$ cat config.mk
export PLATFORM = sky130hd
export DESIGN_NAME = io_bus_arbiter
export DESIGN_NICKNAME = d
export VERILOG_FILES = /design/src/rtl/io_bus_arbiter.sv
export SDC_FILE = /design/constraint.sdc
export NUM_CORES = 1
export LEC_CHECK = 0
export CAP_MARGIN = 5
export CORE_UTILIZATION = 34
export DETAILED_ROUTE_END_ITERATION = 8
export PLACE_DENSITY = 0.77
export SKIP_LAST_GASP = 1
export SLEW_MARGIN = 20
export SYNTH_ARGS = -nofsm -noshare
export SYNTH_HDL_FRONTEND = slang
export SYNTH_SLANG_ARGS = --single-unit
$ cat constraint.sdc
create_clock -name clk -period 1.4 [get_ports clk]
set_input_delay 0.28 -clock clk [delete_from_list [all_inputs] [get_ports clk]]
set_output_delay 0.28 -clock clk [all_outputs]
set_load 0.01 [all_outputs]
$ cat src/rtl/io_bus_arbiter.sv
// io_bus_arbiter: round-robin N-master front end sequencing fixed-latency IO bus accesses.
// Define IO_ARB_FIXED_PRIO_EN for fixed lowest-index-wins priority instead of round-robin.
module io_bus_arbiter #(
  parameter int N_MST = 2,
  parameter int AW = 32,
  parameter int DW = 32,
  parameter int CW = 4,
  parameter int LAT = 2
) (
  input  logic                clk,
  input  logic                rst,
  input  logic [N_MST-1:0]    m_req,
  input  logic [N_MST-1:0]    m_we,
  input  logic [N_MST*AW-1:0] m_addr,
  input  logic [N_MST*DW-1:0] m_wdata,
  output logic [N_MST-1:0]    m_ack,
  output logic [DW-1:0]       m_rdata,
  output logic [N_MST-1:0]    grant,
  output logic                bus_bc,
  output logic [AW-1:0]       bus_addr,
  output logic [CW-1:0]       bus_ctrl,
  output logic [DW-1:0]       bus_wdata,
  output logic                bus_data_oe,
  input  logic [DW-1:0]       bus_rdata
);
  localparam int PW = N_MST > 1 ? $clog2(N_MST) : 1;
  localparam int CNTW = LAT > 1 ? $clog2(LAT) : 1;
  localparam logic [1:0] IDLE = 2'd0, ACCESS = 2'd1, DONE = 2'd2;
  logic [1:0] state_q, state_d;
  logic [PW-1:0] ptr_q, ptr_d, win_q, win_d, sel;
  logic [N_MST-1:0] grant_q, grant_d;
  logic [AW-1:0] addr_q, addr_d;
  logic [DW-1:0] wdata_q, wdata_d, rdata_q, rdata_d;
  logic we_q, we_d;
  logic [CNTW-1:0] cnt_q, cnt_d;
  logic [2*N_MST-1:0] rot;
  // Rotate requests so bit 0 is the master at ptr; the lowest set bit wins.
  always_comb begin
    rot = {m_req, m_req} >> ptr_q;
    sel = '0;
    for (int k = N_MST - 1; k >= 0; k--)
      if (rot[k]) sel = PW'((int'(ptr_q) + k) % N_MST);
  end
  always_comb begin
    state_d = state_q;
    ptr_d = ptr_q;
    win_d = win_q;
    grant_d = grant_q;
    addr_d = addr_q;
    we_d = we_q;
    wdata_d = wdata_q;
    rdata_d = rdata_q;
    cnt_d = cnt_q;
    if (state_q == IDLE) begin
      if (|m_req) begin
        state_d = ACCESS;
        win_d = sel;
        grant_d = N_MST'(1) << sel;
        addr_d = m_addr[sel*AW +: AW];
        we_d = m_we[sel];
        wdata_d = m_wdata[sel*DW +: DW];
        cnt_d = CNTW'(LAT - 1);
      end
    end else if (state_q == ACCESS) begin
      cnt_d = cnt_q - 1'b1;
      if (cnt_q == '0) begin
        state_d = DONE;
        rdata_d = we_q ? rdata_q : bus_rdata;
      end
    end else begin
      state_d = IDLE;
      grant_d = '0;
`ifdef IO_ARB_FIXED_PRIO_EN
      ptr_d = '0;
`else
      ptr_d = (win_q == PW'(N_MST - 1)) ? '0 : win_q + 1'b1;
`endif
    end
  end
  always_ff @(posedge clk) begin
    if (rst) begin
      state_q <= IDLE;
      ptr_q <= '0;
      win_q <= '0;
      grant_q <= '0;
      addr_q <= '0;
      we_q <= 1'b0;
      wdata_q <= '0;
      rdata_q <= '0;
      cnt_q <= '0;
    end else begin
      state_q <= state_d;
      ptr_q <= ptr_d;
      win_q <= win_d;
      grant_q <= grant_d;
      addr_q <= addr_d;
      we_q <= we_d;
      wdata_q <= wdata_d;
      rdata_q <= rdata_d;
      cnt_q <= cnt_d;
    end
  end
  assign bus_bc = state_q == ACCESS;
  assign bus_ctrl = bus_bc ? (we_q ? CW'(2) : CW'(1)) : '0;
  assign bus_data_oe = bus_bc & we_q;
  assign bus_addr = addr_q;
  assign bus_wdata = wdata_q;
  assign grant = grant_q;
  assign m_ack = (state_q == DONE) ? grant_q : '0;
  assign m_rdata = rdata_q;
endmodule

==> flow_summary.ini, run 1 <==
[sta]
maxSlewViolCount = 0
rsz0062_at_grt = yes
min_period_ps = 1517
finalSetupViolCount = 39
final-hold-violation-count = 0
fin_ws_ps = -116.8
fmax_ghz = 0.6593
fin_crit_sh_pct = 108.3
fin_worst_skew_ps = 7.814

[floorplan]
die_w_um = 118.2
die_y_um = 118.2
die_area_um2 = 13970
rows = 42
io-pin-count = 272
core_um2 = 13190
start_util_pct = 34.79

[pwr]
p_int_mw = 5.951
p_seq_share_pct = 40.2
p_total_mw = 8.590
power.switching_mw = 2.639
cellPowerDensity_nw_per_um2 = 1020
p_leak_nw = 3.369
clkPwrFrac_pct = 26.7
power_frac_comb_pct = 33.1
ir_drop_mv = 0.5600
switching_share_pct = 30.73

[critical_path]
cp_top_family = simple AND/OR/NAND/NOR gates
cp.arrival_ps = 1730
path_class = reg -> reg
crit_chain = buf_6 > or4b_4 > clkbuf_16 > nand2_2 > a21oi_2
crit_buf_inv = 2
cp_max_fo = 8
cp.required_ps = 1620
crit_path_start_kind = register
crit_slowest_cell = or4b_4
worstSetupEndpointType = register
max_stage_delay_ps = 550
reg2reg_slack_ps = -120

[layout]
diodes = 0
fill_cells = 1071
nets = 1004
drive_gt1_share_pct = 17.36
syn_to_final_growth_pct = 83.53
ff_latch_area_um2 = 2091
multi_input_area_um2 = 2466
layout_commonest_cell = clkdlybuf4s50_1
most-common-layout-cells = clkdlybuf4s50_1 (162), dfxtp_1 (101), dlygate4sd2_1 (98), nand4_1 (56), a21oi_1 (52)
fin_util_pct = 63.86

[clock_network]
clockBufferDepth = 2
hold_buffers = 0
h-tree-depth = 3
cts.clk_slew.worst_paths_ps = 70
cts_tree = built
clock-sinks = 104
clk_latency_ps = 340
cts_inserted_buffers = 9
cts-root-buf = clkbuf_16

[route]
routed_via_density = 5.676
vias = 5772
dr.pass1.iters = 7
drc = 0
antenna_left = 0
wirelength_um = 18740
drtIter0Drc = 429
wl_per_cell_um = 18.42

[outcome]
violations = setup timing
outcome = complete, but fails checks

[placement]
gp_congestion = 0.8325
dp_hpwl_um = 12030
io_buffers = 269

[flow_run]
drv_cap = 0

[global_routing]
grt_max_degree = 48
overflow = 0
grt_pass1_wl_um = 27450
grt_pass1_vias = 5479
groute.usage.overall_pct = 24.28
antenna_found_initial = 0

[hold_path]
worstHoldPathType = in -> reg

[synth]
yosys.cell_types.count = 32
synth_area_um2 = 4589
ys_warn_count = 0
synth_area_per_cell_um2 = 8.009
ys_seq_elements = 104
yosysSeqAreaShare_pct = 45.37
synthCells = 573
-- sequential cells by signal, summed over array words and instances, names as in the netlist --
register and cells:
bus_addr 32, bus_wdata 32, m_rdata 32, grant 2, state_q 2, cnt_q 1
ptr_q 1, we_q 1, win_q 1
-- what timing repair did --
action / in CTS / in global routing
pin swaps: 4 / 73
gates resized for setup: 142 / 95
buffers inserted: 5 / 5
gates cloned: 1 / 10
setup endpoints to repair: 187 / 102
-- metrics by stage --
stage | setup slack (ps) | instance area, um^2 | hold WS [ps] | std cells | TNS (ps)
2_1_floorplan | -9.933 | 4598 | 416.0 | 574 | -198.6
4_1_cts | -197.5 | 7873 | 248.1 | 1002 | -3447
5_1_grt | -159.1 | 8423 | 259.6 | 1017 | -5592
3_5_place_dp | -607.1 | 7629 | 446.1 | 982 | -36800
6_report | -116.8 | 8423 | 260.7 | 1017 | -2699
3_3_place_gp | -502.6 | 7629 | 442.1 | 982 | -31360
-- cells by family (layout without fill, tap and decap cells) --
logic type / count (synthesis) / after routing / share of synthesized area (%)
compound gates: 208 / 208 / 26.58
xor+xnor: 1 / 1 / 0.1909
simple gates: 180 / 181 / 20.23
other cells: 1 / 2 / 0.08171
buf+inv: 79 / 345 / 7.552
flops: 104 / 104 / 45.37
-- routing by layer --
metal / up-vias / share of wire [%] / track usage, %
met5: - / 0 / 0
met4: 0 / 2.6 / 8.974
met3: 43 / 8.3 / 5.550
li1: 2668 / - / -
met1: 2730 / 40 / 28.88
met2: 331 / 50 / 42.43
-- synthesized netlist by cell type --
cell type / n / share of area (%)
or2_2: 1 / 0.14
a21oi_1: 74 / 8.1
nor4b_2: 1 / 0.33
nor3b_1: 3 / 0.49
nand2_1: 67 / 5.5
dfxtp_1: 104 / 45
inv_2: 1 / 0.082
or4b_1: 1 / 0.22
buf_4: 4 / 0.65
o21ai_0: 43 / 4.7
nor2_2: 2 / 0.27
buf_2: 26 / 2.8
nand2b_1: 1 / 0.14
nor2b_1: 4 / 0.55
a211oi_1: 1 / 0.16
nor2_4: 1 / 0.25
a311oi_1: 37 / 7.1
buf_1: 1 / 0.082
nand3_1: 39 / 4.3
o21ai_1: 24 / 2.6
inv_1: 1 / 0.082
xnor2_1: 1 / 0.19
nand4_1: 56 / 7.6
or3_1: 1 / 0.14
conb_1: 1 / 0.082
clkbuf_2: 2 / 0.22
nor2_1: 1 / 0.082
o211ai_1: 1 / 0.16
a31oi_1: 28 / 3.8
and2_1: 1 / 0.14
clkbuf_1: 44 / 3.6
or2_1: 1 / 0.14
-- area by class of cell --
type,instances,share of cell area [%]
sequential,104,24.82
clock buffer,9,2.674
clock inverter,5,0.3862
tap,176,2.614
inverter,2,0.1188
timing repair buffer,329,40.11
multi-input combinational,392,29.28
-- worst register-to-register path, stage by stage, from the launching register on --
cell and delay [ps]:
dfxtp_4 380, buf_6 120, or4b_4 550, clkbuf_16 220, nand2_2 70, a21oi_2 60
-- power groups by stage --
stage,clock network [mW],logic (mW),registers (mW)
finish,2.30,2.84,3.45
global route,2.46,3.02,3.48
CTS,2.35,2.41,3.42
detailed placement,0,2.51,3.50
global placement,0,2.45,3.49
floorplan,0,0.939,3.60
-- path summary, 6_finish.rpt --
check / start / endpoint / depth (start not counted)
setup / recovery: state_q[1] / m_rdata[19] / 5
hold reg to reg: m_rdata[5] / m_rdata[5] / 2
setup reg to reg: state_q[1] / m_rdata[19] / 5
hold / removal: rst / cnt_q / 2
Power figures use the tool's default switching activity.
==> run 2, diff against run 1 <==
- ABC_AREA: not set -> 1
- CORE_UTILIZATION: 34 -> 35
- PLACE_DENSITY: 0.77 -> 0.78
==> flow_summary.ini, run 2 <==
[floorplan]
die_w_um = 118.3
io-pin-count = 272
rows = 42
core_um2 = 13190
die_area_um2 = 13990
die_y_um = 118.3
start_util_pct = 35.89

[synth]
synth_area_um2 = 4733
async_flop_share_pct = 0
synthCells = 719
synth_top_area_share_pct = 43.99
yosys.area.top_type = dfxtp_1
yosys-top-cells-area = dfxtp_1 (44%), nand2_1 (14%), nor2_1 (11%)
yosysSeqAreaShare_pct = 43.99
ys_seq_elements = 104
synth-edff-count = 0
synth_flop_cell = dfxtp_1
yosys.cell_types.count = 23
yosysMostFrequentCell = nand2_1
ys_warn_count = 0
synth_area_per_cell_um2 = 6.583
yosys-top-cells-count = nand2_1 (176), nor2_1 (140), dfxtp_1 (104)

[sta]
min_period_ps = 1445
fin_worst_skew_ps = 6.211
fin_crit_sh_pct = 103.2
final-hold-violation-count = 0
finalSetupViolCount = 2
rsz0062_at_grt = yes
fin_ws_ps = -45.44
fmax_ghz = 0.6918
fin_setup_tns_ps = -49.23
fin_hold_ws_ps = 434.9
maxSlewViolCount = 0

[clock_network]
cts.clk_slew.worst_paths_ps = 70
clk_latency_ps = 340
clock-sinks = 104
cts-root-buf = clkbuf_16
clockBufferDepth = 2
cts_inserted_buffers = 9
cts_tree = built
h-tree-depth = 3

[critical_path]
cp_max_fo = 5
cp.required_ps = 1120
path_class = reg -> out
crit_path_start_kind = register
cp.arrival_ps = 1170
worstSetupEndpointType = output port

[layout]
most-common-layout-cells = nand2_1 (174), clkdlybuf4s50_1 (164), nor2_1 (139), dfxtp_1 (102), dlygate4sd2_1 (98)
nets = 1152
fill_cells = 1232
layout_commonest_cell = nand2_1
syn_to_final_growth_pct = 72.56
drive_gt1_share_pct = 8.283
fin_util_pct = 61.92
diodes = 0
design_area_um2 = 8168

[route]
wirelength_um = 16740
antenna_left = 0
routed_via_density = 4.693
drtIter0Drc = 288
drc = 0
wl_per_cell_um = 14.36
dr.pass1.iters = 5
vias = 5472

[pwr]
cellPowerDensity_nw_per_um2 = 1078
p_leak_nw = 4.199
p_total_mw = 8.808
ir_drop_mv = 0.5544

[global_routing]
grt_pass1_vias = 5017
groute.usage.overall_pct = 23.22
antenna_found_initial = 0
grt_pass1_wl_um = 25920
grt_max_degree = 47
overflow = 0

[outcome]
outcome = complete, but fails checks
violations = setup timing

[hold_path]
worstHoldPathType = reg -> reg

[placement]
io_buffers = 269
gp_congestion = 0.8000
dp_hpwl_um = 11320
place_area_um2 = 7696

[flow_run]
drv_cap = 0
## run 2: changes by cell type after synthesis, sizes merged, moves of 8 or more
cell    delta
a21oi     -68
a311oi    -37
a31oi     -27
buf        +8
clkbuf    -31
inv       +71
nand2    +109
nand3     +57
nand4     -28
nor2     +139
o21ai     -33
## run 2: final timing paths
path | cells after the start | slack, ps | start | endpoint
min reg2reg | 1 | 430 | win_q | ptr_q
max reg2reg | 10 | 10 | state_q[1] | bus_wdata[26]
max | 5 | -50 | state_q[1] | bus_ctrl[1]
min | 1 | 430 | win_q | ptr_q
## run 2: cell type report
class | count | area [um^2] | share of cell area [%]
inverters | 74 | 285.3 | 3.493
flip-flops and latches | 104 | 2087 | 25.55
well taps | 176 | 220.2 | 2.696
repair buffers | 309 | 3118 | 38.17
clock inverters | 4 | 51.30 | 0.6281
clock buffers | 11 | 252.7 | 3.094
multi-input cells | 488 | 2153 | 26.36
## run 2: stage by stage
| stage | setup WS [ps] | cells |
|---|---|---|
| 5_1_grt | -112.7 | 1166 |
| 3_3_place_gp | -301.2 | 1142 |
| 2_1_floorplan | 116.0 | 720 |
| 4_1_cts | -112.8 | 1163 |
| 6_report | -45.44 | 1166 |
| 3_5_place_dp | -340.1 | 1142 |
## run 2: layer usage
metal  global-route usage [%]  vias up  share of wire, %
li1                         -     2772                 -
met1                    29.59     2463                44
met2                    38.13      219                47
met3                    5.647       18               7.5
met4                    8.013        0               1.6
met5                        0        -                 0
## run 2: cell families (layout without fill, tap and decap cells)
group | count (synthesis) | in the layout | synth area share [%]
other | 1 | 2 | 0.07923
AND/OR/NAND/NOR | 445 | 445 | 39.78
buffers and inverters | 128 | 398 | 11.71
AO/OA/AOI/OAI | 41 | 41 | 4.441
flip-flops | 104 | 104 | 43.99
## run 2: critical path, stage by stage (launching register included)
cell,delay (ps)
dfxtp_4,370
nor2_4,110
inv_2,60
nor2_4,90
buf_6,100
buf_6,90
## run 2: power by group
group	leakage, nW	switching [mW]	internal [mW]
combinational	3.19	1.37	1.41
clock	0.148	1.09	1.48
sequential	0.859	0.163	3.30
## run 2: repair_timing
item,4_1_cts,5_1_grt
pin swaps,2,4
setup endpoints to repair,186,90
hold buffers,0,0
cloned,3,4
resized for setup,143,19
buffers inserted,3,1
